## config.mk

```make
export PLATFORM = sky130hd
export DESIGN_NAME = des_stream_ctrl
export DESIGN_NICKNAME = d
export VERILOG_FILES = /design/src/rtl/des_stream_ctrl.sv
export SDC_FILE = /design/constraint.sdc
export NUM_CORES = 1
export LEC_CHECK = 0
export ABC_AREA = 1
export ABC_CLOCK_PERIOD_IN_PS = 1800
export CAP_MARGIN = 10
export CELL_PAD_IN_SITES_DETAIL_PLACEMENT = 0
export CELL_PAD_IN_SITES_GLOBAL_PLACEMENT = 1
export CORE_MARGIN = 2
export CORE_UTILIZATION = 44
export CTS_CLUSTER_SIZE = 20
export DETAILED_ROUTE_END_ITERATION = 8
export DONT_BUFFER_PORTS = 1
export PLACE_DENSITY_LB_ADDON = 0.25
export SLEW_MARGIN = 20
export SYNTH_ARGS = -nofsm -noshare
export SYNTH_HDL_FRONTEND = slang
export SYNTH_SLANG_ARGS = --single-unit
```

## constraint.sdc

```tcl
create_clock -name clk -period 1.8 [get_ports clk]
set_input_delay 0.36 -clock clk [delete_from_list [all_inputs] [get_ports clk]]
set_output_delay 0.36 -clock clk [all_outputs]
set_load 0.05 [all_outputs]
```

## src/rtl/des_stream_ctrl.sv

```systemverilog
// Sequences a single-block DES core over multi-block ECB/CBC messages.
// Ports: cfg_* message setup, s_* input stream, m_* output stream,
//        core_* DES core pins, busy / err_timeout status.
module des_stream_ctrl #(
    parameter int TIMEOUT_CYCLES = 64
) (
    input  logic        clk,
    input  logic        rst_n,
    input  logic        cfg_mode,
    input  logic        cfg_cbc,
    input  logic [63:0] cfg_key,
    input  logic [63:0] cfg_iv,
    input  logic        s_valid,
    output logic        s_ready,
    input  logic [63:0] s_data,
    input  logic        s_last,
    output logic        m_valid,
    input  logic        m_ready,
    output logic [63:0] m_data,
    output logic        m_last,
    output logic        core_start,
    output logic        core_mode,
    output logic [63:0] core_din,
    output logic [63:0] core_key,
    input  logic [63:0] core_dout,
    input  logic        core_valid,
    output logic        busy,
    output logic        err_timeout
);

    localparam int CW = (TIMEOUT_CYCLES > 1) ? $clog2(TIMEOUT_CYCLES) : 1;

    typedef enum logic [1:0] {
        IDLE,
        START,
        WAIT,
        OUT
    } state_t;

    state_t state;
    state_t state_nxt;

    logic          msg_active;
    logic          last_r;
    logic          cbc_r;
    logic [63:0]   blk;
    logic [63:0]   chain;
    logic [CW-1:0] cnt;

    logic accept;
    logic timeout;

    // First block of a message takes cfg_*; later blocks use latched copies.
    logic        eff_mode;
    logic        eff_cbc;
    logic [63:0] eff_key;
    logic [63:0] eff_chain;

    assign eff_mode  = msg_active ? core_mode : cfg_mode;
    assign eff_cbc   = msg_active ? cbc_r     : cfg_cbc;
    assign eff_key   = msg_active ? core_key  : cfg_key;
    assign eff_chain = msg_active ? chain     : cfg_iv;

    assign busy = (state != IDLE) || msg_active;

    always_ff @(posedge clk) begin
        if (!rst_n) begin
            state <= IDLE;
        end else begin
            state <= state_nxt;
        end
    end

    always_comb begin
        state_nxt   = state;
        s_ready     = 1'b0;
        core_start  = 1'b0;
        m_valid     = 1'b0;
        err_timeout = 1'b0;
        accept      = 1'b0;
        timeout     = 1'b0;
        unique case (state)
            IDLE: begin
                s_ready = rst_n;
                if (s_valid && rst_n) begin
                    accept    = 1'b1;
                    state_nxt = START;
                end
            end
            START: begin
                core_start = 1'b1;
                state_nxt  = WAIT;
            end
            WAIT: begin
                if (core_valid) begin
                    state_nxt = OUT;
                end else if (cnt == CW'(TIMEOUT_CYCLES - 1)) begin
                    timeout     = 1'b1;
                    err_timeout = 1'b1;
                    state_nxt   = IDLE;
                end
            end
            OUT: begin
                m_valid = 1'b1;
                if (m_ready) begin
                    state_nxt = IDLE;
                end
            end
            default: state_nxt = IDLE;
        endcase
    end

    always_ff @(posedge clk) begin
        if (!rst_n) begin
            msg_active <= 1'b0;
            last_r     <= 1'b0;
            cbc_r      <= 1'b0;
            blk        <= '0;
            chain      <= '0;
            cnt        <= '0;
            m_data     <= '0;
            m_last     <= 1'b0;
            core_din   <= '0;
            core_mode  <= 1'b0;
            core_key   <= '0;
        end else begin
            if (accept) begin
                blk        <= s_data;
                last_r     <= s_last;
                cbc_r      <= eff_cbc;
                core_mode  <= eff_mode;
                core_key   <= eff_key;
                chain      <= eff_chain;
                msg_active <= 1'b1;
                if (eff_cbc && !eff_mode) begin
                    core_din <= s_data ^ eff_chain;
                end else begin
                    core_din <= s_data;
                end
            end
            if (state == START) begin
                cnt <= '0;
            end
            if (state == WAIT) begin
                if (core_valid) begin
                    m_last <= last_r;
                    if (cbc_r && core_mode) begin
                        m_data <= core_dout ^ chain;
                        chain  <= blk;
                    end else begin
                        m_data <= core_dout;
                        if (cbc_r) begin
                            chain <= core_dout;
                        end
                    end
                end else begin
                    cnt <= cnt + 1'b1;
                end
            end
            if (timeout) begin
                msg_active <= 1'b0;
            end
            if (m_valid && m_ready && m_last) begin
                msg_active <= 1'b0;
            end
        end
    end

endmodule

```

## Word level (Yosys, flattened, before mapping)

Index checks and enable logic that the tools add are counted.

- $add $sub $neg: 1
- Equality and inequality tests: 7
- Muxes and demuxes: 26
- Bitwise gates (word level): 4
- Reductions and logical operators: 13

Operators with widths:

| operator | count |
|---|---|
| $mux W64 | 8 |
| $xor A64 B64 Y64 | 2 |
| $mux W6 | 3 |
| $mux W1 | 10 |
| $mux W2 | 4 |
| $pmux W2 S4 | 1 |
| $add A6 B1 Y6 const B | 1 |
| $eq A6 B6 Y1 const B | 1 |
| $logic_and A1 B1 Y1 | 5 |
| $eq A2 B2 Y1 const B | 2 |
| $ne A2 B2 Y1 const B | 2 |
| $reduce_and A2 Y1 | 2 |
| $ne A3 B3 Y1 const B | 1 |
| $reduce_and A3 Y1 | 1 |
| $reduce_or A3 Y1 | 1 |
| $eq A2 B1 Y1 const B | 1 |
| $logic_not A2 Y1 | 1 |
| $not A1 Y1 | 2 |
| $reduce_bool A2 Y1 | 1 |
| $logic_not A1 Y1 | 1 |
| $logic_or A1 B1 Y1 | 1 |

- Bits in registers: 333
- Output and inout bits: 199
- Logic and storage cells: 63

## Logic depth before layout (Yosys ltp)

- Word-level depth: 8
- Depth in mapped cells: 10
- Mapped depth without buffers: 9

## Worst setup path before layout

OpenSTA, ideal clock, no wires.

- Path type: input -> output
- From: input port rst_n
- To: output port s_ready
- Data arrival time: 1.720 ns
- Data required time: 1.440 ns
- Path slack: -0.280 ns
- Stages on the path: 5
- Cell sequence: buf_2 > clkinv_1 > clkbuf_1 > clkbuf_1 > nor2_1

- Word-level cells in the longest chain between the ends: 1

Ends and longest elaborated chain:

| what | RTL line | source |
|---|---|---|
| from (decl) | 8 | `input logic rst_n,` |
| $mux W1 | 82 | `unique case (state)` |
| to (decl) | 14 | `output logic s_ready,` |

Every way passes these cells.

## Worst setup path in the final report

- From: register cnt[0]
- To: output port err_timeout

- Word-level cells in the longest chain between the ends: 4

Ends and longest elaborated chain:

| what | RTL line | source |
|---|---|---|
| from (decl) | 48 | `logic [CW-1:0] cnt;` |
| from (signal assigned) | 157 | `cnt <= cnt + 1'b1;` |
| $eq A6 B6 Y1 | 97 | `end else if (cnt == CW'(TIMEOUT_CYCLES - 1)) begin` |
| $mux W1 | 97 |  |
| $mux W1 | 95 | `if (core_valid) begin` |
| $mux W1 | 82 |  |
| to (decl) | 28 | `output logic err_timeout` |

Every way passes these cells.

==> results.txt <==
----------------------------------------------------
[Timing]
  Worst relative slew slack ... 45.7%
  Minimum hold slack ... 0.0254 ns
  Maximum clock rate ... 490 MHz
  Setup skew after layout ... 0.0200 ns
  Finish-stage setup viols ... 1
  Worst Tran Pin Value ... 0.811 ns
  Share of the clock period used by the worst path after layout ... 113%
  Final hold violations ... 0
  Unrepaired setup endpoints after global routing ... true
  Pins over their slew limit ... 0
  Post-layout minimum cycle time ... 2.04 ns
  Worst setup slack after layout ... -0.242 ns
  Setup TNS ... -0.242 ns

[Pwr]
  VDD IR-drop max ... 0.000941 V
  P per Cell Area ... 1160 nW/um2
  LEAKAGE ... 9.27 nW
  Power after layout ... 23.5 mW

[Clock network]
  H-tree depth ... 2
  Maximum clock path buffer count ... 3
  Clock-pin slew of the registers on the worst-case setup and hold paths ... 0.06 ns
  Source-to-sink clock delay at the later pin of the worst-skew pair ... 0.56 ns
  Clock buffers created by TritonCTS ... 40
  Root cell of the clock tree ... clkbuf_16
  Clk sinks ... 333
  Clock tree from TritonCTS ... done

[Outcome]
  Result of the run ... finished, violations left
  Violated checks ... setup timing

[Floorplan]
  Starting Density ... 44.5%
  Row count ... 71
  Number of top-level pins ... 463
  Area of the die ... 39600 um2
  Die boundary height ... 199 um
  Die W ... 199 um
  Core area ... 37600 um2

[Cells and area]
  Proportion of layout cells with a drive suffix above 1 ... 7.37%
  Area growth from synthesis to final layout ... 21.5%
  Filler Cells Inserted ... 3675
  Number of standard cells in the final layout excluding fillers ... 3198
  Layout Cell Area excl Fill ... 20300 um2
  Final-stage net count ... 2922
  Multi-input gate area ... 8490 um2
  Sequential cell area ... 6680 um2
  Most frequent standard cell in the layout excluding fill and tap cells ... nand2_1
  Top library cells by usage in the layout, fill and taps aside ... 760 x nand2_1, 337 x nor2_1, 327 x dfxtp_1, 233 x nand3_1, 218 x inv_1

[Route]
  DRT antenna net count ... 0
  Pre-Repair DR Iteration Count ... 6
  Via count of the routed design ... 16900
  Final wirelength ... 60200 um
  WL per Instance ... 18.8 um
  DRC Markers ... 0
  Iteration-0 DRC count of the detailed router ... 1199
  Ratio of routed vias to standard cells ... 5.29

[Synthesis]
  Mean instance size in the synthesized netlist ... 6.44 um2
  Fraction of synthesized cell area taken by the top area cell type ... 39.8%
  Leading area contributor after synthesis ... dfxtp_1
  Sequential fraction of the synthesis area ... 39.8%
  Post-Synthesis Net Count ... 2865
  Mapped Area ... 16700 um2
  Post-Synthesis Cells ... 2600
  Unique masters post-synth ... 27
  #FFs+latches synth ... 333
  Most area-consuming cells after synthesis ... dfxtp_1 40%, nand2_1 17%, nor2_1 7.7%
  Synthesis warning total ... 0

[GRT]
  First-pass GRT wire length ... 91200 um
  Largest net degree at the start of global routing ... 86
  GRT overflow ... 0
  Tot GR Track Use ... 29.5%
  Number of global-route vias before repair ... 16300
  Initial antenna violation count ... 3

[Worst setup path]
  Family with the most delay on the worst path ... simple AND/OR/NAND/NOR gates
  CP Capture Type ... primary output
  CP Cell Sequence ... ha_4 -> nand2_2 -> nor2_2 -> inv_1 -> nor2_2 -> nand2_1 -> inv_2 -> buf_12
  Most frequent cell on the critical path ... nor2_2
  Critical Path RT ... 1.44 ns
  Startpoint kind of the worst setup timing path ... flop
  Worst path slowest cell ... dfxtp_2
  Worst Setup Path Type ... flop to primary output
  Register-to-Register Setup Slack ... 0.05 ns
  Count of buffering cells on the critical path with inverters included ... 3
  Arrival time reported for the critical path endpoint ... 1.68 ns
  Crit Path Max Fanout ... 2
  Largest stage delay on the critical path ... 0.36 ns

[Flow run]
  Max-cap violation count ... 0

[Placement]
  Global placement routability congestion ... 0.813
  Post-Place Cell Area ... 17500 um2
  Dpl cells ... 3000
  Post-detail-place hpwl ... 36400 um
  Count of input and output buffers ... 0

[Min path]
  Worst hold path type ... input pin to flop

----------------------------------------------------
-- sequential cells by signal (all words and copies together), names as in the netlist --
register	cells
blk	64
chain	64
core_din	64
core_key	64
m_data	64
cnt	6
state	2
cbc_r	1
core_mode	1
last_r	1
m_last	1
msg_active	1
-- kinds of logic (layout without fill, tap and decap cells) --
family,Yosys count,after routing,synth area share [%]
buffers and inverters,406,492,10.1
adder cells (fa/ha/maj),1,1,0.0748
AO/OA/AOI/OAI,441,441,14.4
XOR/XNOR,64,64,3.35
AND/OR/NAND/NOR,1355,1355,32.3
other,0,1,0
flip-flops,333,333,39.8
-- metrics by stage --
step | util, % | setup slack, ns
6_report | 54.1 | -0.242
5_1_grt | 54.1 | -0.349
4_1_cts | 53.5 | -0.243
3_5_place_dp | 46.5 | 0.175
3_3_place_gp | 46.5 | 0.157
2_1_floorplan | - | 0.0639
-- per-layer routing --
metal	wire [um]	GRT usage, %	part of all wire (%)	vias to the layer above
met4	1950	11.2	3.2	2
met5	16	0	0.027	-
li1	-	-	-	8325
met3	6380	9.38	11	128
met2	27300	48.0	45	721
met1	24600	36.3	41	7729
-- tightest hold or removal path, stage by stage --
cell and delay (ns):
xnor2_1 0.10, o21bai_1 0.06, inv_1 0.04
-- path summary, 6_finish.rpt --
kind	startpoint	endpoint	cells past startpoint
setup / recovery	cnt[0]	err_timeout	8
hold / removal	core_dout[60]	m_data[60]	3
setup reg to reg	msg_active	core_key[18]	6
hold reg to reg	blk[57]	blk[57]	2
-- cell usage after synthesis --
cell type,n
a21oi_1,199
buf_1,10
buf_2,94
buf_4,11
clkbuf_1,66
clkinv_1,1
dfxtp_1,333
ha_1,1
inv_1,222
inv_2,2
nand2_1,769
nand2_2,3
nand3_1,234
nor2_1,343
nor2_2,1
nor2_4,1
nor3_1,2
nor4_1,1
o211ai_1,1
o21a_1,42
o21ai_0,145
o21ai_1,1
o21bai_1,22
o22ai_1,31
or2_2,1
xnor2_1,22
xor2_1,42
-- where the power goes --
| group | switching [mW] | total, mW | internal, mW |
|---|---|---|---|
| registers | 1.81 | 9.96 | 8.15 |
| logic | 3.09 | 4.93 | 1.84 |
| clock network | 3.36 | 8.65 | 5.29 |
| total | 8.25 | 23.5 | 15.3 |
-- repair_timing --
item	CTS	global route
setup buffers	8	14
hold buffers	104	1
pin swaps	6	9
resized for setup	17	18
gates cloned	2	3
endpoints found under the hold margin	167	5
setup endpoints to repair	3	33
-- area by class of cell --
class	count	share of cell area, %
Inverter	225	4.22
Sequential cell	333	32.8
Tap cell	511	3.14
Antenna cell	1	0.0123
Timing Repair Buffer	196	11.2
Clock inverter	18	1.27
Clock buffer	53	5.56
Multi-Input combinational cell	1861	41.8
No activity file was read; power rests on OpenSTA's default activity.
